File: config.mk
export PLATFORM = sky130hd
export DESIGN_NAME = control_sequencer
export DESIGN_NICKNAME = d
export VERILOG_FILES = /design/src/rtl/control_sequencer.sv
export SDC_FILE = /design/constraint.sdc
export NUM_CORES = 1
export LEC_CHECK = 0
export ABC_AREA = 1
export ABC_CLOCK_PERIOD_IN_PS = 2350
export CORE_UTILIZATION = 44
export DETAILED_ROUTE_END_ITERATION = 8
export GPL_TIMING_DRIVEN = 0
export PLACE_DENSITY = 0.86
export SLEW_MARGIN = 20
export SYNTH_ARGS = -nofsm -noshare
export SYNTH_HDL_FRONTEND = slang
export SYNTH_SLANG_ARGS = --single-unit
File: constraint.sdc
create_clock -name clk -period 2.35 [get_ports clk]
set_clock_uncertainty 0.1 [all_clocks]
set_input_delay 0.3525 -clock clk [delete_from_list [all_inputs] [get_ports clk]]
set_output_delay 0.3525 -clock clk [all_outputs]
set_load 0.02 [all_outputs]
File: src/rtl/control_sequencer.sv
// Multi-cycle control sequencer for the bus-based datapath.
// Moore FSM: every strobe decodes from the state register alone. The opcode is
// captured in DEC so that later execute states need no live view of ir.
module control_sequencer #(
  parameter int unsigned MEM_TIMEOUT = 15  // 1..255 wait cycles before FAULT
) (
  input  logic        clk,
  input  logic        clr,
  input  logic        run,
  input  logic [31:0] ir,
  input  logic        mem_ready,
  output logic        pc_out_en,
  output logic        mar_in,
  output logic        pc_increment,
  output logic        pc_in,
  output logic        mem_read,
  output logic        mem_write,
  output logic        mdr_in,
  output logic        mdr_out,
  output logic        ir_in,
  output logic        y_in,
  output logic        z_in,
  output logic        z_out,
  output logic        c_out,
  output logic        gra,
  output logic        grb,
  output logic        grc,
  output logic        r_in,
  output logic        r_out,
  output logic [4:0]  alu_op,
  output logic        halted,
  output logic        fault,
  output logic [4:0]  state
);

  typedef enum logic [4:0] {
    StIdle  = 5'd0,
    StT0    = 5'd1,
    StT1    = 5'd2,
    StT2    = 5'd3,
    StDec   = 5'd4,
    StR3    = 5'd5,
    StR4    = 5'd6,
    StR5    = 5'd7,
    StI3    = 5'd8,
    StI4    = 5'd9,
    StI5    = 5'd10,
    StA3    = 5'd11,
    StA4    = 5'd12,
    StA5    = 5'd13,
    StA6    = 5'd14,
    StA7    = 5'd15,
    StS6    = 5'd16,
    StS7    = 5'd17,
    StJ3    = 5'd18,
    StHalt  = 5'd19,
    StFault = 5'd20
  } state_e;

  localparam logic [4:0] OpAdd    = 5'b00011;
  localparam logic [4:0] OpSt     = 5'b00010;
  // Count value on the last permitted wait cycle.
  localparam logic [7:0] WaitLast = 8'(MEM_TIMEOUT - 1);

  state_e     state_q, state_d;
  logic [7:0] wait_q, wait_d;
  logic [4:0] op_q, op_d;
  logic       waiting;
  state_e     wait_exit;

  // Only the opcode field of ir steers the sequencer.
  logic unused_ir;
  assign unused_ir = ^ir[26:0];

  // State, wait counter and latched opcode; clr wins asynchronously.
  always_ff @(posedge clk or posedge clr) begin
    if (clr) begin
      state_q <= StIdle;
      wait_q  <= '0;
      op_q    <= '0;
    end else begin
      state_q <= state_d;
      wait_q  <= wait_d;
      op_q    <= op_d;
    end
  end

  // Next-state logic; the counter resets whenever a wait state is not re-entered.
  always_comb begin
    state_d   = state_q;
    wait_d    = '0;
    op_d      = op_q;
    waiting   = 1'b0;
    wait_exit = StIdle;
    unique case (state_q)
      StIdle:  if (run) state_d = StT0;
      StT0:    state_d = StT1;
      StT1:    begin waiting = 1'b1; wait_exit = StT2; end
      StT2:    state_d = StDec;
      StDec: begin
        op_d = ir[31:27];
        case (ir[31:27])
          5'b00000, 5'b00010:                     state_d = StA3;
          5'b00011, 5'b00100, 5'b00101, 5'b00110: state_d = StR3;
          5'b01100:                               state_d = StI3;
          5'b10100:                               state_d = StJ3;
          5'b11010:                               state_d = StHalt;
          default:                                state_d = StIdle;
        endcase
      end
      StR3:    state_d = StR4;
      StR4:    state_d = StR5;
      StR5:    state_d = StIdle;
      StI3:    state_d = StI4;
      StI4:    state_d = StI5;
      StI5:    state_d = StIdle;
      StA3:    state_d = StA4;
      StA4:    state_d = StA5;
      StA5:    state_d = (op_q == OpSt) ? StS6 : StA6;
      StA6:    begin waiting = 1'b1; wait_exit = StA7; end
      StA7:    state_d = StIdle;
      StS6:    state_d = StS7;
      StS7:    begin waiting = 1'b1; wait_exit = StIdle; end
      StJ3:    state_d = StIdle;
      StHalt:  state_d = StHalt;
      StFault: state_d = StFault;
      default: state_d = StIdle;
    endcase
    // Completion beats timeout when mem_ready arrives on the last wait cycle.
    if (waiting) begin
      if (mem_ready) begin
        state_d = wait_exit;
      end else if (wait_q == WaitLast) begin
        state_d = StFault;
      end else begin
        state_d = state_q;
        wait_d  = wait_q + 8'd1;
      end
    end
  end

  // Strobe decode from the registered state only.
  always_comb begin
    pc_out_en = 1'b0; mar_in = 1'b0; pc_increment = 1'b0; pc_in = 1'b0;
    mem_read = 1'b0; mem_write = 1'b0; mdr_in = 1'b0; mdr_out = 1'b0; ir_in = 1'b0;
    y_in = 1'b0; z_in = 1'b0; z_out = 1'b0; c_out = 1'b0;
    gra = 1'b0; grb = 1'b0; grc = 1'b0; r_in = 1'b0; r_out = 1'b0;
    alu_op = 5'b00000; halted = 1'b0; fault = 1'b0;
    unique case (state_q)
      StT0:    begin pc_out_en = 1'b1; mar_in = 1'b1; pc_increment = 1'b1; end
      StT1:    begin mem_read = 1'b1; mdr_in = 1'b1; end
      StT2:    begin mdr_out = 1'b1; ir_in = 1'b1; end
      StR3, StI3, StA3: begin grb = 1'b1; r_out = 1'b1; y_in = 1'b1; end
      StR4:    begin grc = 1'b1; r_out = 1'b1; z_in = 1'b1; alu_op = op_q; end
      StI4, StA4: begin c_out = 1'b1; z_in = 1'b1; alu_op = OpAdd; end
      StR5, StI5: begin z_out = 1'b1; gra = 1'b1; r_in = 1'b1; end
      StA5:    begin z_out = 1'b1; mar_in = 1'b1; end
      StA6:    begin mem_read = 1'b1; mdr_in = 1'b1; end
      StA7:    begin mdr_out = 1'b1; gra = 1'b1; r_in = 1'b1; end
      StS6:    begin gra = 1'b1; r_out = 1'b1; mdr_in = 1'b1; end
      StS7:    mem_write = 1'b1;
      StJ3:    begin gra = 1'b1; r_out = 1'b1; pc_in = 1'b1; end
      StHalt:  halted = 1'b1;
      StFault: fault = 1'b1;
      default: ;
    endcase
  end

  assign state = state_q;

endmodule

Word-level counts from Yosys, hierarchy flattened. Memory sizes are Yosys's and may differ from the RTL's. Cells that the tools add are included.

$add $sub $neg: 1. Equality and inequality tests: 25. Muxes and demuxes: 30. Reductions and logical operators: 14.

Operators with widths (number): case mux 5 bit (15 select lines) (1); equality test 5 x 4 -> 1 bit (second input constant) (8); equality test 5 bit (second input constant) (5); two-way mux 5 bit (5); two-way mux 8 bit (3); equality test 5 x 3 -> 1 bit (second input constant) (4); two-way mux 1 bit (19); OR reduction 3 bit (6); equality test 5 x 2 -> 1 bit (second input constant) (3); case mux 5 bit (2 select lines) (1); adder 8 x 1 -> 8 bit (second input constant) (1); equality test 8 x 4 -> 1 bit (second input constant) (1); case mux 4 bit (2 select lines) (1); OR reduction 2 bit (4); OR reduction 6 bit (1); equality test 5 x 1 -> 1 bit (second input constant) (1); logical NOT 5 bit (1); OR reduction 5 bit (1); inequality test 3 x 2 -> 1 bit (second input constant) (1); inequality test 3 bit (second input constant) (1); AND reduction 3 bit (1); inequality test 2 x 1 -> 1 bit (second input constant) (1).

Register bits after elaboration: 18. ROM bits: 160. Input port bits: 36. Output and inout port bits: 30. Word-level logic and storage cells: 74. Memories: 1.

Memory list: (no name shown) (words 32, width 5, rd ports 1, clocked after Yosys merged registers in 0, write ports 0, RTL line 102) `case (ir[31:27])`.

Longest topological paths before layout. Gate-level depths: netlist of run 1.

Word-level depth: 5. Depth in mapped cells: 10. Gate-level depth less buffers: 10.

Worst setup path after synthesis of run 1. OpenSTA, ideal clock, no wires.

Path kind: reg-to-output. Start: reg state_q[0], in the netlist state[0]. End: out y_in. Arrival time: 1.479 ns. Required time: 1.898 ns. Slack: 0.418 ns. Cell stages (with the launch flop): 7. Buffers on the path: 1. Cell sequence: dfrtp_1 > nor2_2 > nand2_1 > a21boi_0 > inv_1 > nand2_1 > buf_4.

Cells in the longest elaborated chain, start to end: 3. Elaborated cells on any way between the ends: 5. Classes of those cells: eq/ne (3); mux (1); reduce/logical (1).

Ends and longest elaborated chain: start: declaration (RTL line 65) `state_e state_q, state_d;`; start signal: assignment (RTL line 78) `state_q <= StIdle;`; start signal: assignment (RTL line 82) `state_q <= state_d;`; equality test 5 x 4 -> 1 bit or equality test 5 x 3 -> 1 bit (tied branches); OR reduction 3 bit (*); two-way mux 1 bit (*); end: declaration (RTL line 21) `output logic y_in,`.

Every way passes the cells marked *; elsewhere a longest branch is shown, timed or not.

Worst setup path after layout of run 1.
Start: reg state_q[0], in the netlist state[0]. End: out halted.

Cells in the longest elaborated chain, start to end: 2.

Ends and longest elaborated chain: equality test 5 bit (RTL line 149) `unique case (state_q)`; two-way mux 1 bit (RTL line 149); end: declaration (RTL line 31) `output logic halted,`.

Every way passes these cells.

==> results of run 1 <==
[placed cells by master, fill, tap and decap left out, types with 2 or more instances in the layout]
| cell | netlist | layout |
|---|---|---|
| nand2_1 | 56 | 56 |
| nor2_1 | 46 | 43 |
| inv_1 | 29 | 29 |
| nand3_1 | 25 | 25 |
| clkdlybuf4s50_1 | 0 | 14 |
| dfrtp_1 | 18 | 14 |
| dlygate4sd2_1 | 0 | 10 |
| o21ai_0 | 8 | 8 |
| dlymetal6s2s_1 | 0 | 8 |
| inv_2 | 6 | 6 |
| nor3_1 | 6 | 6 |
| nand2_2 | 5 | 5 |
| nand4_1 | 5 | 5 |
| nor2_4 | 1 | 4 |
| a21oi_1 | 4 | 4 |
| buf_4 | 2 | 4 |
| clkbuf_2 | 0 | 4 |
| dfrtp_2 | 0 | 4 |
| nor2_2 | 3 | 3 |
| clkbuf_4 | 0 | 3 |
| buf_2 | 2 | 2 |
| xor2_1 | 2 | 2 |
| o21ai_1 | 2 | 2 |
| ha_1 | 2 | 2 |
[power breakdown]
group | total [mW] | internal (mW) | switching (mW)
clock network | 0.189 | 0.0945 | 0.0950
registers | 0.520 | 0.406 | 0.114
logic | 1.31 | 0.479 | 0.831
[registers in the layout, indices dropped and copies added, names as in the netlist]
register / cells
op_q: 5
state: 5
wait_q: 8
[layout make-up]
cell class              count  share of cell area [%]
inverters                  36                    7.20
clock buffers               4                    1.93
repair buffers             39                    19.9
flip-flops and latches     18                    24.3
plain buffers               4                    1.33
well taps                  42                    2.80
multi-input cells         168                    42.6
[per-stage QoR]
stage	hold WS, ns	worst slack, ns
after floorplan	0.191	0.418
after global placement	0.346	-0.0225
after detailed placement	0.351	-0.0383
after CTS	0.353	0.00168
after global routing	0.380	0.000734
final	0.328	0.0826
[worst paths after layout]
path	endpoint	slack (ns)	cells past startpoint
max	halted	0.08	5
min	wait_q[3]	0.33	2
max reg2reg	state[0]	0.71	9
min reg2reg	wait_q[0]	0.36	1
max in group asynchronous	state[1]	1.38	2
min in group clk	wait_q[0]	0.36	1
[routing by layer]
metal,track usage (%),routed length (um),vias to the layer above
met5,0,0,-
met4,6.12,23,0
met3,4.46,251,4
met2,32.8,1530,61
met1,30.7,1550,640
li1,-,-,791
[repair_timing]
| item | in CTS | in global routing |
|---|---|---|
| buffers inserted | 1 | 0 |
| gates resized for setup | 24 | 23 |
| cloned | 0 | 0 |
| pin swaps | 0 | 1 |
| setup endpoints to repair | 23 | 15 |
[kinds of logic after synthesis]
group | count (synthesis) | synth area share [%]
compound gates | 15 | 5.60
xor+xnor | 2 | 1.26
fa+ha+maj | 2 | 1.81
buf+inv | 40 | 11.6
flops | 18 | 32.5
simple gates | 149 | 47.2
==> impl_metrics.csv, run 1 <==
group,metric,value,unit
timing,finalSetupViolCount,0,
critical_path,rr_startpoint,"state[4]",
cts,cts-root-buf,"clkbuf_4",
yosys,synth-async-reset-ratio,100,%
yosys,synth_nets,264,
min_path,worstHoldPathType,"input port to async pin",
yosys,yosys_register_bits,18,
drt,ant_nets,0,
yosys,ys_types,22,
drt,drc,0,
critical_path,cp_max_fo,7,
floorplan,rows,19,
cts,tritoncts,"yes",
cts,holdBufCountCts,0,
floorplan,die_w,58.1,um
critical_path,crit_arrival,1.81,ns
flow_run,cap_violations,0,
critical_path,critPathTopFamily,"buffers and inverters",
yosys,netlist_top_cells_area,"dfrtp_1 33%, nand2_1 15%, nor2_1 12%",
yosys,synthFlopType,"dfrtp_1",
grt,grt_max_degree,19,
critical_path,cp.required,1.90,ns
drt,via_count,1496,
floorplan,core-area,2880,um2
layout,multi_input_comb_area,801,um2
timing,finalMaxSlewViolations,0,
grt,grt_overflow_total,0,
place,detailed_place_hpwl,2650,um
power,irDropWorstVdd,0.468,mV
drt,routed_wl,3360,um
layout,nets,308,
yosys,synthCells,226,
layout,layout.area.seq,455,um2
floorplan,start_util,48.2,%
yosys,synth_top_cell_by_area,"dfrtp_1",
floorplan,ios,66,
drt,drt_iter0_drc,66,
cts,cts.sinks,18,
critical_path,crit_type,"flop to output pin",
place,gp_congestion,0.858,
critical_path,startpoint,"state[0]",
timing,rsz0062_at_grt,"no",
place,io_buffer_count,38,
power,p_leak,1.16,nW
drt,dr.pass1.iters,4,
timing,hold_viol_final,0,
power,p_per_area,1080,nW/um2
critical_path,path_buf_inv,3,
grt,antenna_found_initial,0,
cts,clk_latency,0.29,ns
critical_path,slowest_delay,0.60,ns
timing,max_freq,0.441,GHz
layout,layout-drive-gt1-share,14.1,%
layout,final_cells,311,
grt,grt_pass1_vias,1331,
yosys,synth_seq_area_share,32.5,%
layout,final_core_util,65.3,%
grt,track_usage,21.5,%
critical_path,path_cells,"nand2_1 -> inv_1 -> nand3_1 -> inv_2 -> clkdlybuf4s50_1",
timing,worstMarginPinSlew,0.633,ns
critical_path,critPathSlowestCell,"clkdlybuf4s50_1",
place,dpl_cell_area,1820,um2
critical_path,start_kind,"flop",
layout,fillers,277,
outcome,status,"finished, final reports clean",
floorplan,die_area,3380,um2
critical_path,crit_path_end_kind,"output pin",
yosys,yosysTopAreaCellShare,32.5,%
timing,min_period_over_period,96.5,%
floorplan,die_h,58.1,um
layout,design_area,1880,um2
power,power,2.02,mW
yosys,synth.most_common_cell,"nand2_1",
drt,wire_per_inst,10.8,um
layout,syn2layout_area_growth,35.6,%
yosys,synth_area,1390,um2
cts,htree_levels,1,
drt,vias_per_cell,4.81,
yosys,syn_area_per_cell,6.13,um2
yosys,synth_edf_count,0,
grt,grt_pass1_wl,5610,um
yosys,synth_common_cells,"56 x nand2_1, 46 x nor2_1, 29 x inv_1",
timing,fin_tns_setup,0,ns
cts,clk_pin_slew_worst_paths,0.10,ns
place,dp_cells,306,
cts,cts_made_buffers,3,
timing,layout_min_cycle_time,2.27,ns
yosys,ys_warn_count,0,
timing,slew_headroom,57.8,%
cts,clock_path_buffers,2,
layout,antennaDiodeCount,0,
Note: power is estimated with default switching activity, not from simulation.
==> run 2, diff against run 1 <==
--- a/config.mk
+++ b/config.mk
@@ -11,6 +11,7 @@
 export DETAILED_ROUTE_END_ITERATION = 8
 export GPL_TIMING_DRIVEN = 0
 export PLACE_DENSITY = 0.86
+export RECOVER_POWER = 50
 export SLEW_MARGIN = 20
 export SYNTH_ARGS = -nofsm -noshare
 export SYNTH_HDL_FRONTEND = slang
==> run 2 against run 1 <==
Via count up 1.0%; fmax down 0.22%; sequential cell count unchanged; largest cell class unchanged; critical path depth unchanged; setup slack worse by 0.0051 ns; final area down 1.0%; clock power about the same; power down 0.83%; largest power group unchanged; die area unchanged; clock-buffer cell count unchanged.
==> impl_metrics.csv, run 2 (same netlist as run 1, synthesis figures left out) <==
group,metric,value,unit
flow_run,cap_violations,0,
cts,cts-root-buf,"clkbuf_4",
drt,via_count,1511,
min_path,worstHoldPathType,"flop to flop",
power,irDropWorstVdd,0.468,mV
timing,hold_viol_final,0,
critical_path,cp.required,1.90,ns
drt,routed_wl,3350,um
layout,antennaDiodeCount,0,
critical_path,rr_startpoint,"state[0]",
drt,drt_iter0_drc,70,
timing,fin_tns_setup,0,ns
drt,wire_per_inst,10.8,um
power,power,2.00,mW
drt,drc,0,
place,io_buffer_count,38,
critical_path,reg2reg_to,"state[4]",
floorplan,start_util,48.2,%
critical_path,r2r_cells,10,
min_path,worstHoldEndpoint,"wait_q[0]",
cts,clk_pin_slew_worst_paths,0.10,ns
layout,final_core_util,64.6,%
place,dp_slack,-0.0383,ns
critical_path,crit_path_end_kind,"output pin",
floorplan,die_area,3380,um2
place,detailed_place_hpwl,2650,um
power,p_leak,1.16,nW
floorplan,core-area,2880,um2
grt,antenna_found_initial,0,
layout,layout-drive-gt1-share,12.3,%
floorplan,die_w,58.1,um
cts,holdBufCountCts,0,
timing,slew_headroom,57.8,%
drt,vias_per_cell,4.86,
floorplan,rows,19,
critical_path,cp_max_fo,7,
layout,top_register,"wait_q",
timing,finalSetupViolCount,0,
timing,layout_min_cycle_time,2.27,ns
critical_path,crit_type,"flop to output pin",
min_path,hold_path_depth,1,
cts,cts_made_buffers,3,
grt,track_usage,21.5,%
critical_path,r2r_slack,0.51,ns
grt,grt_overflow_total,0,
place,gp_congestion,0.858,
layout,largest_reg_flops,8,
grt,grt_max_degree,19,
cts,clock_path_buffers,2,
timing,finalMaxSlewViolations,0,
grt,grt_pass1_vias,1331,
floorplan,die_h,58.1,um
min_path,worstHoldStart,"wait_q[0]",
power,p_per_area,1080,nW/um2
drt,ant_nets,0,
cts,tritoncts,"yes",
timing,min_period_over_period,96.7,%
timing,setup_ws,0.0775,ns
timing,rsz0062_at_grt,"no",
critical_path,start_kind,"flop",
cts,htree_levels,1,
outcome,status,"finished, final reports clean",
timing,worstMarginPinSlew,0.632,ns
cts,cts.sinks,18,
layout,nets,308,
cts,clk_latency,0.29,ns
critical_path,crit_arrival,1.82,ns
timing,max_freq,0.440,GHz
layout,fillers,280,
layout,syn2layout_area_growth,34.2,%
layout,final_common_cell,"nand2_1",
floorplan,ios,66,
grt,grt_pass1_wl,5610,um
layout,layout_common_cells,"58 x nand2_1, 43 x nor2_1, 30 x inv_1, 26 x nand3_1, 14 x dfrtp_1",
drt,dr.pass1.iters,4,
-- run 2: cell types whose count changed in the layout (fill, tap and decap cells not counted), sizes merged --
cell           previous run  this run
buf                       6         5
clkbuf                    8         9
clkdlybuf4s50            14        13
dlygate4sd3               0         1
-- run 2: critical path: stages, from the launching register on --
cell and delay (ns):
dfrtp_2 0.48, nand2_1 0.07, inv_1 0.14, nand3_1 0.15
inv_2 0.09, clkdlybuf4s50_1 0.60
-- run 2: worst max-delay path by stage --
stage	startpoint	to	slack, ns	cells past startpoint
6_report	state[0]	halted	0.08	5
3_3_place_gp	state[0]	y_in	-0.02	7
3_5_place_dp	state[0]	y_in	-0.04	7
2_1_floorplan	state[0]	y_in	0.42	6
5_1_grt	state[0]	halted	0.0007	5
4_1_cts	state[2]	mem_read	0.002	6
-- run 2: through the flow --
stage | hold slack, ns | std cells | instance area [um2]
final | 0.360 | 311 | 1860
after global routing | 0.380 | 311 | 1860
after CTS | 0.353 | 311 | 1850
after detailed placement | 0.351 | 306 | 1820
after global placement | 0.346 | 306 | 1820
after floorplan | 0.191 | 226 | 1390
-- run 2: cell type report --
cell class                      count  area [um2]  share of cell area, %
Tap cell                           42        52.6                   2.83
Clock buffer                        4        36.3                   1.95
Timing Repair Buffer               39         373                   20.1
Multi-Input combinational cell    168         783                   42.1
Sequential cell                    18         455                   24.5
Buffer                              4        23.8                   1.28
Inverter                           36         135                   7.27
-- run 2: layer usage --
metal  up-vias  share of wire (%)  track usage [%]
li1        791                  -                -
met1       651                 46             30.7
met2        65                 46             32.8
met3         4                7.2             4.46
met4         0               0.69             6.12
met5         -                  0                0
-- run 2: power by group --
part	internal [mW]	total [mW]	switching [mW]
clock network	0.0945	0.190	0.0956
registers	0.406	0.522	0.116
logic	0.470	1.29	0.821
-- run 2: what timing repair did --
item	CTS	global route
endpoints found under the setup margin	23	15
gates resized for setup	24	23
cloned	0	0
hold endpoints to repair	0	0
pin swaps	0	1
setup buffers	1	0
